===== config.mk =====
export PLATFORM = sky130hd
export DESIGN_NAME = sb_hex_writer
export DESIGN_NICKNAME = d
export VERILOG_FILES = /design/src/rtl/sb_hex_pkg.sv /design/src/rtl/sb_hex_writer.sv
export SDC_FILE = /design/constraint.sdc
export NUM_CORES = 1
export LEC_CHECK = 0
export ABC_AREA = 1
export CAP_MARGIN = 25
export CORE_MARGIN = 5
export CORE_UTILIZATION = 41
export DETAILED_ROUTE_END_ITERATION = 7
export GPL_TIMING_DRIVEN = 0
export HOLD_SLACK_MARGIN = 0.02
export PLACE_DENSITY = 0.81
export SYNTH_ARGS = -nofsm -noshare
export SYNTH_HDL_FRONTEND = slang
export SYNTH_SLANG_ARGS = --single-unit

===== constraint.sdc =====
create_clock -name clk_i -period 2.13 [get_ports clk_i]
set_clock_uncertainty 0.15 [all_clocks]
set_input_delay 0.5325 -clock clk_i [delete_from_list [all_inputs] [get_ports clk_i]]
set_output_delay 0.5325 -clock clk_i [all_outputs]
set_load 0.05 [all_outputs]

===== src/rtl/sb_hex_pkg.sv =====
// Register map, FSM states and word helpers for the eight-digit hex display writer.
// The hex display controller imports the same offset constants.
package sb_hex_pkg;

  localparam int HEX_DIGITS = 8;

  localparam logic [31:0] HEX0_OFF = 32'h00;
  localparam logic [31:0] HEX1_OFF = 32'h04;
  localparam logic [31:0] HEX2_OFF = 32'h08;
  localparam logic [31:0] HEX3_OFF = 32'h0C;
  localparam logic [31:0] HEX4_OFF = 32'h10;
  localparam logic [31:0] HEX5_OFF = 32'h14;
  localparam logic [31:0] HEX6_OFF = 32'h18;
  localparam logic [31:0] HEX7_OFF = 32'h1C;
  localparam logic [31:0] BITM_OFF = 32'h20;
  localparam logic [31:0] RST_OFF  = 32'h24;

  typedef enum logic [2:0] {
    ST_IDLE,
    ST_WRITE,
    ST_VERIFY,
    ST_CLEAR,
    ST_DONE
  } state_e;

  // Indices 0..7 select HEXn; index 8 lands on BITM right after HEX7.
  function automatic logic [31:0] reg_off(input logic [3:0] idx);
    return HEX0_OFF + {26'b0, idx, 2'b00};
  endfunction

  function automatic logic [31:0] reg_word(input logic [3:0] idx, input logic [31:0] val,
                                           input logic [7:0] mask);
    if (idx < 4'(HEX_DIGITS)) return {28'b0, val[{idx[2:0], 2'b00} +: 4]};
    else                      return {24'b0, mask};
  endfunction

endpackage


===== src/rtl/sb_hex_writer.sv =====
// System-bus initiator that writes a 32-bit value and digit mask to the hex display controller.
// Define SB_HEX_WRITER_VERIFY_EN to build in the readback pass and err_o.
module sb_hex_writer
  import sb_hex_pkg::*;
#(
  parameter logic [31:0] BASE_ADDR = 32'h0000_0000
) (
  input  logic        clk_i,
  input  logic        rst_i,
  input  logic [31:0] value_i,
  input  logic [7:0]  mask_i,
  input  logic        valid_i,
  output logic        ready_o,
  input  logic        clear_i,
  output logic        done_o,
  output logic        err_o,
  output logic        req_o,
  output logic        write_enable_o,
  output logic [31:0] addr_o,
  output logic [31:0] write_data_o,
  input  logic [31:0] read_data_i
);

  localparam logic [3:0] LAST_IDX = 4'(HEX_DIGITS);

  state_e      state_q, state_d;
  logic [3:0]  idx_q, idx_d;
  logic [31:0] val_q, val_d;
  logic [7:0]  mask_q, mask_d;
  logic        req_q, req_d, we_q, we_d, done_q, done_d;
  logic [31:0] addr_q, addr_d, wdata_q, wdata_d;
  logic        vtail_q, vtail_d;
  logic        accept;

  assign accept = (state_q == ST_IDLE) && !clear_i && valid_i;

  always_ff @(posedge clk_i) begin
    if (rst_i) begin
      state_q <= ST_IDLE;
      idx_q   <= '0;
      val_q   <= '0;
      mask_q  <= '0;
      vtail_q <= 1'b0;
      req_q   <= 1'b0;
      we_q    <= 1'b0;
      addr_q  <= '0;
      wdata_q <= '0;
      done_q  <= 1'b0;
    end else begin
      state_q <= state_d;
      idx_q   <= idx_d;
      val_q   <= val_d;
      mask_q  <= mask_d;
      vtail_q <= vtail_d;
      req_q   <= req_d;
      we_q    <= we_d;
      addr_q  <= addr_d;
      wdata_q <= wdata_d;
      done_q  <= done_d;
    end
  end

  always_comb begin
    state_d = state_q;
    idx_d   = idx_q;
    val_d   = val_q;
    mask_d  = mask_q;
    vtail_d = vtail_q;
    unique case (state_q)
      ST_IDLE: begin
        if (clear_i) state_d = ST_CLEAR;
        else if (valid_i) begin
          state_d = ST_WRITE;
          idx_d   = '0;
          val_d   = value_i;
          mask_d  = mask_i;
        end
      end
      ST_WRITE: begin
        if (idx_q == LAST_IDX) begin
          idx_d = '0;
`ifdef SB_HEX_WRITER_VERIFY_EN
          state_d = ST_VERIFY;
          vtail_d = 1'b0;
`else
          state_d = ST_DONE;
`endif
        end else idx_d = idx_q + 4'd1;
      end
`ifdef SB_HEX_WRITER_VERIFY_EN
      // One tail cycle after the last read so its data can be compared.
      ST_VERIFY: begin
        if (vtail_q)                 state_d = ST_DONE;
        else if (idx_q == LAST_IDX)  vtail_d = 1'b1;
        else                         idx_d   = idx_q + 4'd1;
      end
`endif
      ST_CLEAR: state_d = ST_DONE;
      ST_DONE:  state_d = ST_IDLE;
      default:  state_d = ST_IDLE;
    endcase
  end

  // Bus outputs are decoded from the next state so the registered copy lines up with it.
  always_comb begin
    req_d   = 1'b0;
    we_d    = 1'b0;
    addr_d  = '0;
    wdata_d = '0;
    done_d  = (state_d == ST_DONE);
    case (state_d)
      ST_WRITE: begin
        req_d   = 1'b1;
        we_d    = 1'b1;
        addr_d  = BASE_ADDR + reg_off(idx_d);
        wdata_d = reg_word(idx_d, val_d, mask_d);
      end
`ifdef SB_HEX_WRITER_VERIFY_EN
      ST_VERIFY: begin
        req_d  = !vtail_d;
        addr_d = vtail_d ? '0 : BASE_ADDR + reg_off(idx_d);
      end
`endif
      ST_CLEAR: begin
        req_d   = 1'b1;
        we_d    = 1'b1;
        addr_d  = BASE_ADDR + RST_OFF;
        wdata_d = 32'd1;
      end
      default: ;
    endcase
  end

`ifdef SB_HEX_WRITER_VERIFY_EN
  logic        chk_q, err_q;
  logic [31:0] exp_q;

  always_ff @(posedge clk_i) begin
    if (rst_i) begin
      chk_q <= 1'b0;
      exp_q <= '0;
      err_q <= 1'b0;
    end else begin
      chk_q <= (state_q == ST_VERIFY) && !vtail_q;
      exp_q <= reg_word(idx_q, val_q, mask_q);
      if (accept)                                err_q <= 1'b0;
      else if (chk_q && (read_data_i != exp_q))  err_q <= 1'b1;
    end
  end

  assign err_o = err_q;
`else
  logic unused_rd;
  assign unused_rd = ^{read_data_i, accept};
  assign err_o     = 1'b0;
`endif

  assign ready_o        = (state_q == ST_IDLE);
  assign done_o         = done_q;
  assign req_o          = req_q;
  assign write_enable_o = we_q;
  assign addr_o         = addr_q;
  assign write_data_o   = wdata_q;

endmodule


Word-level counts from Yosys, hierarchy flattened. Index checks and enable logic that the tools add are counted.

Register bits: 113. Input bits: 76. Output and inout port bits: 69. Word-level logic and storage cells: 37.

Order comparisons: 1. Reduce and logical (&&, ||, !) cells: 2. $add $sub $neg: 1. Shifts and indexed selects: 1. Mux-type cells: 18. Equal/unequal tests: 6.

Operators with widths (count): $mux 32 (3); $mux 8 (4); $shiftx 32x6->4 (1); $pmux 8 s2 (1); $mux 4 (3); $pmux 6 s2 (1); $mux 3 (3); $pmux 3 s3 (1); $pmux 4 s2 (1); $eq 3x1->1 const B (2); $eq 3x2->1 const B (2); $add 4x1->4 const B (1); $eq 4x4->1 const B (1); $lt 4x4->1 const B (1); $eq 3x3->1 const B (1); $logic_not 3->1 (1); $reduce_or 2->1 (1); $mux 1 (1).

Longest topological paths before layout. Gate-level depths: netlist of run 1.

Depth in word-level cells: 6. Mapped depth: 14. Depth with buffers taken out: 13.

Worst setup path before layout of run 1. Ideal clock, no wire load.

Path kind: reg-to-reg. Start point: reg state_q[2]. End point: reg wdata_q[1], in the netlist write_data_o[1]. Period minus slack after synthesis: 2.022 ns. Data required time: 1.924 ns. Path buffers: 0. Cell stages (with the launch flop): 7. Slack: 0.108 ns. Library setup time: 0.056 ns. Data arrival time: 1.816 ns. Path through: dfxtp_1 > nor3_4 > a22oi_1 > or3b_1 > a21oi_1 > nand2_1 > inv_1.

Cells in the longest elaborated chain, start to end: 5. Elaborated cells between the ends (all ways): 16. Classes of those cells: order compare (1); eq/ne (4); shift (1); mux (9); reduce/logical (1).

RTL lines: from (decl) (RTL line sb_hex_writer.sv:26) `state_e state_q, state_d;`; from (signal assigned) (RTL line sb_hex_writer.sv:50) `state_q <= state_d;`; $logic_not 3->1 (*); net ready_o (RTL line sb_hex_writer.sv:13) `output logic ready_o,`; $pmux 4 s2 or $mux 32 (tied branches) (RTL line sb_hex_writer.sv:69) `unique case (state_q)`; $shiftx 32x6->4 or $lt 4x4->1 (tied branches) (RTL line sb_hex_pkg.sv:33) `if (idx < 4'(HEX_DIGITS)) return {28'b0, val[{idx[2:0], 2'b00} +: 4]};`; $mux 8 (RTL line sb_hex_pkg.sv:33); $pmux 8 s2 (*) (RTL line sb_hex_writer.sv:111) `case (state_d)`; to (signal assigned) (RTL line sb_hex_writer.sv:58) `wdata_q <= wdata_d;`; to (decl) (RTL line sb_hex_writer.sv:31) `logic [31:0] addr_q, addr_d, wdata_q, wdata_d;`.

Mark *: on every way through the listed nets, which the timed path passes. The rest lies on a longest branch. A chain may end at the register's enable or synchronous reset.

Worst setup path in the final report of run 1.
Start point: reg state_q[2]. End point: out ready_o.

Cells in the longest elaborated chain, start to end: 1.

RTL lines: $logic_not 3->1 (RTL line sb_hex_writer.sv:158) `assign ready_o = (state_q == ST_IDLE);`; to (decl) (RTL line sb_hex_writer.sv:13).

No other way between the ends.

==> flow_summary_export.csv, run 1 <==
group,metric,value,unit
sta,finalCritPeriodShare,0.963,
power,power_frac_clock,0.310,
critical_path,critPathRequiredTime,1450,ps
power,power,3.30,mW
yosys,synthesis.area,3030,sq um
status,status,"finished clean",
cts,cts_tree,"done",
global_routing,grt_start_max_net_pins,20,
critical_path,cp-start-kind,"register",
critical_path,critical_path_class,"register to primary output",
placed_design,dp_hpwl,5730,microns
critical_path,cp-end-kind,"primary output",
global_routing,overflow,0,
sta,timing.fmax,488,MHz
detailed_routing,ant_nets,0,
yosys,synthArstFlopShare,0,
floorplan,die_h,95.9,microns
global_routing,grt_usage,0.164,
cts,clockRootBuffer,"clkbuf_8",
yosys,ys_ff_latch,61,
finish,final_nets,610,
sta,slew_viol_final,0,
cts,cts_max_path_buffers,2,
yosys,seq_area_frac_synth,0.403,
power,vdd_drop_max,0.441,mV
critical_path,rr_worst_depth,10,
cts,htree_levels,3,
power,swShare,0.352,
sta,slew_headroom,0.606,
yosys,synth_edf_count,0,
cts,cts.sinks,61,
detailed_routing,via_count,2913,
power,p_int,2.14,mW
floorplan,initial_core_util,0.420,
finish,layout_commonest_cell,"nand2_1",
cts,numCtsBuffers,9,
power,power_frac_seq,0.375,
yosys,yosysWarningCount,0,
global_routing,antenna_found_initial,0,
yosys,synthFlopType,"dfxtp_1",
floorplan,io_pins,145,
cts,clock_latency,340,ps
detailed_routing,drt-total-wl,7850,microns
power,power_frac_comb,0.315,
yosys,syn_avg_cell_area,7.45,sq um
job,drv_cap,0,
cts,hold_buffers,0,
global_routing,grt_pass1_vias,2672,
finish,diodes,0,
power,p_leak,2.10,nW
finish,final_area,4290,sq um
min_path,whs_path_depth,2,
global_routing,grt_pass1_wl,11500,microns
detailed_routing,drc_errors,0,
sta,fin_crit,2050,ps
placed_design,port_buffers,59,
finish,synthToLayoutAreaGrowth,41.8,%
placed_design,dpl_cell_area,3940,sq um
finish,layout_common_cells,"nand2_1 (111), dfxtp_1 (60), buf_4 (59)",
floorplan,dieWidth,95.9,microns
detailed_routing,avgRoutedWirePerCell,12.3,microns
floorplan,rows,31,
min_path,hold_path.class,"register to register",
detailed_routing,via_per_inst,4.58,
floorplan,core_region_area,7210,sq um
yosys,ys_types,30,
sta,hold_viol,0,
floorplan,die_area,9200,sq um
sta,setup_viol,0,
yosys,postSynthCellCount,406,
critical_path,arrival,1370,ps
cts,cts.clk_slew.worst_paths,70,ps
detailed_routing,first_pass_iters,4,
critical_path,worstPathMaxFanout,8,
detailed_routing,drt_iter0_drc,129,
finish,drive_above_1_share,0.210,
power,power_per_cell_area,768,nW/um^2
sta,worst_slew_pin_slew,591,ps
power,power.switching,1.16,mW
placed_design,gp_congestion,0.848,
==> synth_stat cells, types with 4 or more instances <==
master / instances / area [sq um]
nor2_1: 21 / 78.8
buf_2: 6 / 30.0
inv_2: 4 / 15.0
mux2i_1: 4 / 40.0
inv_1: 14 / 52.6
nor3_1: 4 / 20.0
nand2_1: 113 / 424
dfxtp_1: 61 / 1220
a21oi_1: 42 / 210
o21ai_1: 7 / 35.0
nor4_1: 4 / 25.0
buf_4: 56 / 420
clkbuf_1: 5 / 18.8
nand3_1: 37 / 185
==> sequential cells by signal (all words and copies together), names as in the netlist <==
signal and flops:
addr_o 4, done_o 1, idx_q 4, mask_q 8
state_q 3, val_q 32, write_data_o 8, write_enable_o 1
==> worst max-delay path: stages, from the launching register on <==
cell      delay, ps
dfxtp_1         370
nor3_4          350
clkbuf_4        310
==> final timing paths <==
path / startpoint / to / slack [ps]
max: state_q[2]$_SDFF_PP0_ / ready_o / 80
min reg2reg: val_q[13]$_SDFF_PP0_ / val_q[13]$_SDFF_PP0_ / 320
min: val_q[13]$_SDFF_PP0_ / val_q[13]$_SDFF_PP0_ / 320
max reg2reg: idx_q[0]$_SDFF_PP0_ / write_data_o[0]$_SDFF_PP0_ / 110
==> timing repair <==
item | CTS | global route
cloned | 0 | 2
setup endpoints to repair | 20 | 5
pin swaps | 1 | 3
resized for setup | 25 | 32
buffers inserted | 1 | 2
==> layout make-up <==
| class | count | area, sq um |
|---|---|---|
| fillers | 676 | 2920 |
| multi-input cells | 309 | 1500 |
| flip-flops and latches | 61 | 1220 |
| repair buffers | 64 | 643 |
| plain buffers | 69 | 532 |
| clock buffers | 10 | 138 |
| well taps | 99 | 124 |
| inverters | 18 | 72.6 |
| clock inverters | 6 | 62.6 |
==> kinds of logic after synthesis <==
| family | synth area share |
|---|---|
| other cells | 0.00124 |
| flops | 0.403 |
| mux | 0.0132 |
| fa+ha+maj | 0.00827 |
| buf+inv | 0.186 |
| compound gates | 0.107 |
| simple gates | 0.281 |
==> layer usage <==
layer,share of wire,global-route usage,vias to the layer above
met5,0,0,-
met4,0.023,0.0924,0
met3,0.091,0.0508,15
met2,0.49,0.281,131
met1,0.39,0.179,1290
li1,-,-,1477
==> power groups by stage <==
| stage | logic, mW | clock network (mW) | registers [mW] |
|---|---|---|---|
| 2_1_floorplan | 0.670 | 0 | 1.32 |
| 3_3_place_gp | 0.955 | 0 | 1.26 |
| 3_5_place_dp | 0.969 | 0 | 1.26 |
| 4_1_cts | 0.958 | 1.05 | 1.23 |
| 5_1_grt | 1.12 | 1.10 | 1.24 |
| 6_report | 1.04 | 1.02 | 1.23 |
==> stage by stage <==
| step | worst slack [ps] | util | setup TNS, ps | hold WS [ps] | std cells |
|---|---|---|---|---|---|
| CTS | 24.5 | 0.572 | 0 | 325 | 632 |
| finish | 79.4 | 0.595 | 0 | 320 | 636 |
| detailed placement | -509 | 0.546 | -8910 | 315 | 616 |
| global placement | -449 | 0.546 | -6960 | 305 | 616 |
| floorplan | 108 | - | 0 | 296 | 458 |
| global route | -2.90 | 0.595 | -5.74 | 341 | 636 |
No activity file was read; power rests on OpenSTA's default activity.
==> inputs of run 2 (changes only) <==
==> constraint.sdc (replaced) <==
create_clock -name clk_i -period 2.13 [get_ports clk_i]
set_clock_uncertainty 0.15 [all_clocks]
set_input_delay 0.426 -clock clk_i [delete_from_list [all_inputs] [get_ports clk_i]]
set_output_delay 0.426 -clock clk_i [all_outputs]
set_load 0.05 [all_outputs]
==> run 2 against run 1 <==
Die area is the same. Utilization shrank 0.99 points. Flip-flop and latch count is the same. Final cell count shrank 0.47%. Non-clock buffer count shrank 3. Hold slack gained 0.81 ps. Clock-buffer cell count is the same. First-iteration DRC count grew 4.7%. Combinational power is essentially flat. Sequential share of layout area grew 0.54 points. Worst setup slack gained 10 ps. Highest routed layer unchanged.
==> flow_summary_export.csv, run 2 (synthesis gave the netlist of run 1 again) <==
group,metric,value,unit
critical_path,path_depth,1,
cts,cts.sinks,61,
sta,timing.fmax,490,MHz
placed_design,dp_cells,616,
min_path,hold_path.class,"register to register",
critical_path,r2r_setup_slack,170,ps
min_path,whs_path_depth,2,
critical_path,r2r_start,"idx_q[0]$_SDFF_PP0_",
cts,cts_max_path_buffers,2,
finish,diodes,0,
sta,slew_headroom,0.604,
status,status,"finished clean",
sta,slew_viol_final,0,
critical_path,cp_cell_sequence,"clkdlybuf4s50_1",
global_routing,grt_pass1_vias,2673,
finish,synthToLayoutAreaGrowth,39.5,%
cts,cts_tree,"done",
placed_design,gp_congestion,0.848,
power,power_per_cell_area,776,nW/um^2
detailed_routing,via_per_inst,4.48,
placed_design,dp_hpwl,5730,microns
power,p_leak,1.99,nW
finish,drive_above_1_share,0.199,
sta,setup_viol,0,
critical_path,crit_path_top_delay_cell,"clkdlybuf4s50_1",
critical_path,cp-end-kind,"primary output",
global_routing,overflow,0,
detailed_routing,avgRoutedWirePerCell,11.9,microns
finish,regMostFlops,"val_q",
finish,largest_reg_flops,32,
global_routing,grt_pass1_wl,11500,microns
finish,fin_cells,633,
cts,clock_latency,340,ps
critical_path,critPathRequiredTime,1550,ps
cts,htree_levels,3,
sta,hold_viol,0,
detailed_routing,drt-total-wl,7530,microns
detailed_routing,first_pass_iters,4,
detailed_routing,drc_errors,0,
detailed_routing,drt_iter0_drc,135,
detailed_routing,ant_nets,0,
cts,hold_buffers,0,
critical_path,critical_path_class,"register to primary output",
floorplan,io_pins,145,
critical_path,cp_num_buf_inv,1,
global_routing,grt_start_max_net_pins,12,
finish,layout_common_cells,"nand2_1 (112), dfxtp_1 (60), buf_4 (59)",
critical_path,arrival,1460,ps
global_routing,grt_usage,0.164,
floorplan,dieWidth,95.9,microns
cts,clockRootBuffer,"clkbuf_8",
detailed_routing,via_count,2834,
min_path,min_from,"val_q[7]$_SDFF_PP0_",
floorplan,die_area,9200,sq um
critical_path,rr_worst_depth,11,
global_routing,antenna_found_initial,0,
power,vdd_drop_max,0.431,mV
finish,layout_commonest_cell,"nand2_1",
floorplan,rows,31,
job,drv_cap,0,
floorplan,core_region_area,7210,sq um
critical_path,r2r-end,"write_data_o[0]$_SDFF_PP0_",
finish,final_nets,607,
sta,tns,0,ps
floorplan,die_h,95.9,microns
critical_path,worstPathMaxFanout,2,
sta,fin_crit,2040,ps
critical_path,cp-start-kind,"register",
critical_path,critPathMaxStageDelay,800,ps
floorplan,initial_core_util,0.420,
cts,cts.clk_slew.worst_paths,70,ps
sta,finalCritPeriodShare,0.958,
min_path,whs_endpoint,"val_q[7]$_SDFF_PP0_",
placed_design,port_buffers,59,
cts,numCtsBuffers,9,
critical_path,critPathTopFamily,"buffers and inverters",
sta,worst_slew_pin_slew,595,ps
==> run 2: through the flow <==
stage / hold slack [ps] / utilization / setup WS, ps / total power [mW] / cell area (sq um)
3_3_place_gp: 305 / 0.546 / -342 / 2.21 / 3940
3_5_place_dp: 315 / 0.546 / -403 / 2.23 / 3940
4_1_cts: 325 / 0.577 / 16.3 / 3.26 / 4160
5_1_grt: 341 / 0.585 / -1.88 / 3.44 / 4220
6_report: 321 / 0.585 / 89.7 / 3.27 / 4220
2_1_floorplan: 296 / - / 108 / 1.99 / 3220
==> run 2: layer usage <==
metal	vias to the layer above	wire length (microns)	part of all wire	track usage
li1	1465	-	-	-
met1	1222	3000	0.40	0.179
met5	-	0	0	0
met2	132	3610	0.48	0.281
met4	0	172	0.023	0.0924
met3	15	754	0.10	0.0516
==> run 2: how the worst max path moves through the flow <==
stage,from,to
finish,write_enable_o$_SDFF_PP0_,req_o
global route,valid_i,write_data_o[2]$_SDFF_PP0_
global placement,clear_i,write_data_o[1]$_SDFF_PP0_
detailed placement,clear_i,write_data_o[1]$_SDFF_PP0_
CTS,clear_i,write_data_o[1]$_SDFF_PP0_
floorplan,state_q[2]$_SDFF_PP0_,write_data_o[1]$_SDFF_PP0_
==> run 2: area by class of cell <==
type / count / area, sq um
multi-input cells: 309 / 1490
clock buffers: 10 / 138
inverters: 18 / 70.1
flip-flops and latches: 61 / 1220
fillers: 689 / 2990
clock inverters: 6 / 62.6
plain buffers: 69 / 514
well taps: 99 / 124
repair buffers: 61 / 602
==> run 2: what timing repair did <==
action                                  4_1_cts  5_1_grt
resized for setup                             8       23
pin swaps                                     1        3
buffers inserted                              1        1
hold endpoints to repair                      0        0
endpoints found under the setup margin        6        5
==> run 2: worst reg2reg max path, cell delays in order (launching register included) <==
cell	delay, ps
dfxtp_4	360
inv_1	140
ha_4	170
nand3_4	110
nand2_1	120
a21oi_1	60
o21ai_2	150
o21ai_2	160
inv_2	130
nand3_1	120
nand2_1	70
a21oi_1	60
==> run 2: power by group <==
group | leakage [nW] | internal (mW) | switching, mW | total (mW)
Combinational | 1.40 | 0.355 | 0.658 | 1.01
Sequential | 0.498 | 1.21 | 0.0272 | 1.23
Clock | 0.0943 | 0.567 | 0.460 | 1.03
Total | 1.99 | 2.13 | 1.15 | 3.27
==> inputs of run 3 (changes only) <==
--- a/config.mk
+++ b/config.mk
@@ -12,6 +12,7 @@
 export DETAILED_ROUTE_END_ITERATION = 7
 export GPL_TIMING_DRIVEN = 0
 export HOLD_SLACK_MARGIN = 0.02
+export MAX_ROUTING_LAYER = met4
 export PLACE_DENSITY = 0.81
 export SYNTH_ARGS = -nofsm -noshare
 export SYNTH_HDL_FRONTEND = slang
==> run 3 against run 2 <==
Flip-flop and latch count stayed put. Via count is 1.4% higher. Worst setup slack worse by 25 ps. Fmax is 1.2% lower. Routed wire length is 1.7% higher. Cell area is 1.2% higher. Combinational power hardly changed. Clock-buffer cell count is 2 higher. First-iteration DRC count is 44% lower. Final cell count is 0.47% higher. Critical path type unchanged. Largest cell class unchanged.
==> flow_summary_export.csv, run 3 (synthesis gave the netlist of run 1 again) <==
group,metric,value,unit
status,status,"finished clean",
cts,clockRootBuffer,"clkbuf_8",
finish,largest_reg_flops,32,
critical_path,critPathRequiredTime,1550,ps
global_routing,grt.busiest_layer,"met2",
finish,synthToLayoutAreaGrowth,41.1,%
finish,regMostFlops,"val_q",
placed_design,port_buffers,59,
finish,drive_above_1_share,0.199,
placed_design,dp_cells,616,
power,p_int,2.28,mW
cts,cts.clk_slew.worst_paths,70,ps
power,power_frac_clock,0.340,
global_routing,overflow,0,
global_routing,grt_usage,0.168,
critical_path,crit_path_top_delay_cell,"clkdlybuf4s15_2",
global_routing,gr-usage-met3,0.0375,
min_path,hold_path.class,"register to register",
floorplan,die_h,95.9,microns
cts,cts_tree,"done",
sta,slew_viol_final,0,
detailed_routing,avgRoutedWirePerCell,12.0,microns
global_routing,grt_pass1_wl,11600,microns
critical_path,critPathTopFamily,"buffers and inverters",
global_routing,grt_pass1_vias,2579,
finish,final_util,0.592,
global_routing,grt_start_max_net_pins,11,
job,drv_cap,0,
detailed_routing,via_count,2875,
floorplan,die_area,9200,sq um
sta,slew_headroom,0.586,
critical_path,cp_cell_sequence,"nor3_4, clkdlybuf4s15_2",
detailed_routing,drt-total-wl,7660,microns
finish,final_nets,610,
critical_path,cp_num_buf_inv,1,
critical_path,critPathMaxStageDelay,430,ps
placed_design,gp_congestion,0.860,
critical_path,worstPathMaxFanout,8,
power,power_per_cell_area,799,nW/um^2
placed_design,dp_hpwl,5770,microns
global_routing,use_met2,0.268,
sta,worst_slew_pin_slew,621,ps
detailed_routing,ant_nets,0,
power,power_frac_comb,0.298,
floorplan,dieWidth,95.9,microns
detailed_routing,via_per_inst,4.52,
power,power.switching,1.13,mW
detailed_routing,drt_iter0_drc,76,
floorplan,io_pins,145,
critical_path,cp-end-kind,"primary output",
finish,layout_commonest_cell,"nand2_1",
sta,setup_viol,0,
floorplan,rows,31,
floorplan,initial_core_util,0.420,
power,swShare,0.332,
sta,finalCritPeriodShare,0.970,
critical_path,cp-start-kind,"register",
sta,timing.fmax,484,MHz
cts,clock_latency,330,ps
power,p_leak,2.03,nW
sta,timing.hold.ws,322,ps
sta,fin_crit,2070,ps
cts,numCtsBuffers,9,
detailed_routing,first_pass_iters,4,
sta,hold_viol,0,
sta,rsz0062_at_grt,"true",
finish,layout_common_cells,"nand2_1 (112), dfxtp_1 (60), buf_4 (59)",
finish,diodes,0,
global_routing,use_met1,0.205,
detailed_routing,drc_errors,0,
global_routing,antenna_found_initial,0,
cts,htree_levels,3,
critical_path,critical_path_class,"register to primary output",
power,vdd_drop_max,0.333,mV
cts,cts_max_path_buffers,2,
floorplan,core_region_area,7210,sq um
cts,cts.sinks,61,
finish,fin_cells,636,
power,power_frac_seq,0.362,
critical_path,arrival,1490,ps
cts,hold_buffers,0,
-- run 3: cell count changes in the layout (fill, tap and decap cells not counted), sizes merged --
cell,before,now
clkbuf,15,19
clkinvlp,3,0
bufinv,1,2
clkdlybuf4s15,0,1
clkdlybuf4s50,56,55
dlymetal6s2s,1,2
-- run 3: power groups by stage --
stage	sequential, mW	clock, mW	combinational (mW)
6_report	1.24	1.16	1.02
5_1_grt	1.24	1.23	1.09
4_1_cts	1.24	1.18	0.977
3_5_place_dp	1.26	0	0.968
3_3_place_gp	1.26	0	0.958
2_1_floorplan	1.32	0	0.670
-- run 3: routing by layer --
metal | vias up | wire length, microns
met3 | 11 | 537
met4 | 0 | 113
met2 | 109 | 3630
li1 | 1466 | -
met1 | 1289 | 3380
met5 | - | 0
-- run 3: final cells by class --
type                    instances  area, sq um
clock inverters                 4         70.1
well taps                      99          124
flip-flops and latches         61         1220
inverters                      18         70.1
multi-input cells             309         1470
fillers                       648         2940
repair buffers                 63          643
clock buffers                  12          155
plain buffers                  70          518
-- run 3: final timing paths --
| path | start | to | cells past startpoint | slack, ps |
|---|---|---|---|---|
| min | val_q[3]$_SDFF_PP0_ | val_q[3]$_SDFF_PP0_ | 2 | 320 |
| max reg2reg | idx_q[0]$_SDFF_PP0_ | write_data_o[3]$_SDFF_PP0_ | 13 | 100 |
| max | state_q[2]$_SDFF_PP0_ | ready_o | 2 | 60 |
| min reg2reg | val_q[3]$_SDFF_PP0_ | val_q[3]$_SDFF_PP0_ | 2 | 320 |
-- run 3: repair_timing --
action	CTS	global route
gates cloned	0	1
pin swaps	1	3
setup endpoints to repair	6	4
resized for setup	7	17
setup buffers	1	2
-- run 3: metrics by stage --
step           setup WS, ps  area [sq um]  power (mW)  setup TNS [ps]
3_5_place_dp           -402          3940        2.23           -4330
4_1_cts                1.82          4180        3.39               0
6_report               64.9          4270        3.41               0
5_1_grt               -35.0          4270        3.56           -35.0
2_1_floorplan           108          3220        1.99               0
3_3_place_gp           -362          3940        2.22           -2050
-- run 3: tightest hold or removal path, delay by kind of cell (launching register included) --
kind	cells	cell delay, ps
flip-flops	1	300
AND/OR/NAND/NOR	1	70
AO/OA/AOI/OAI	1	60
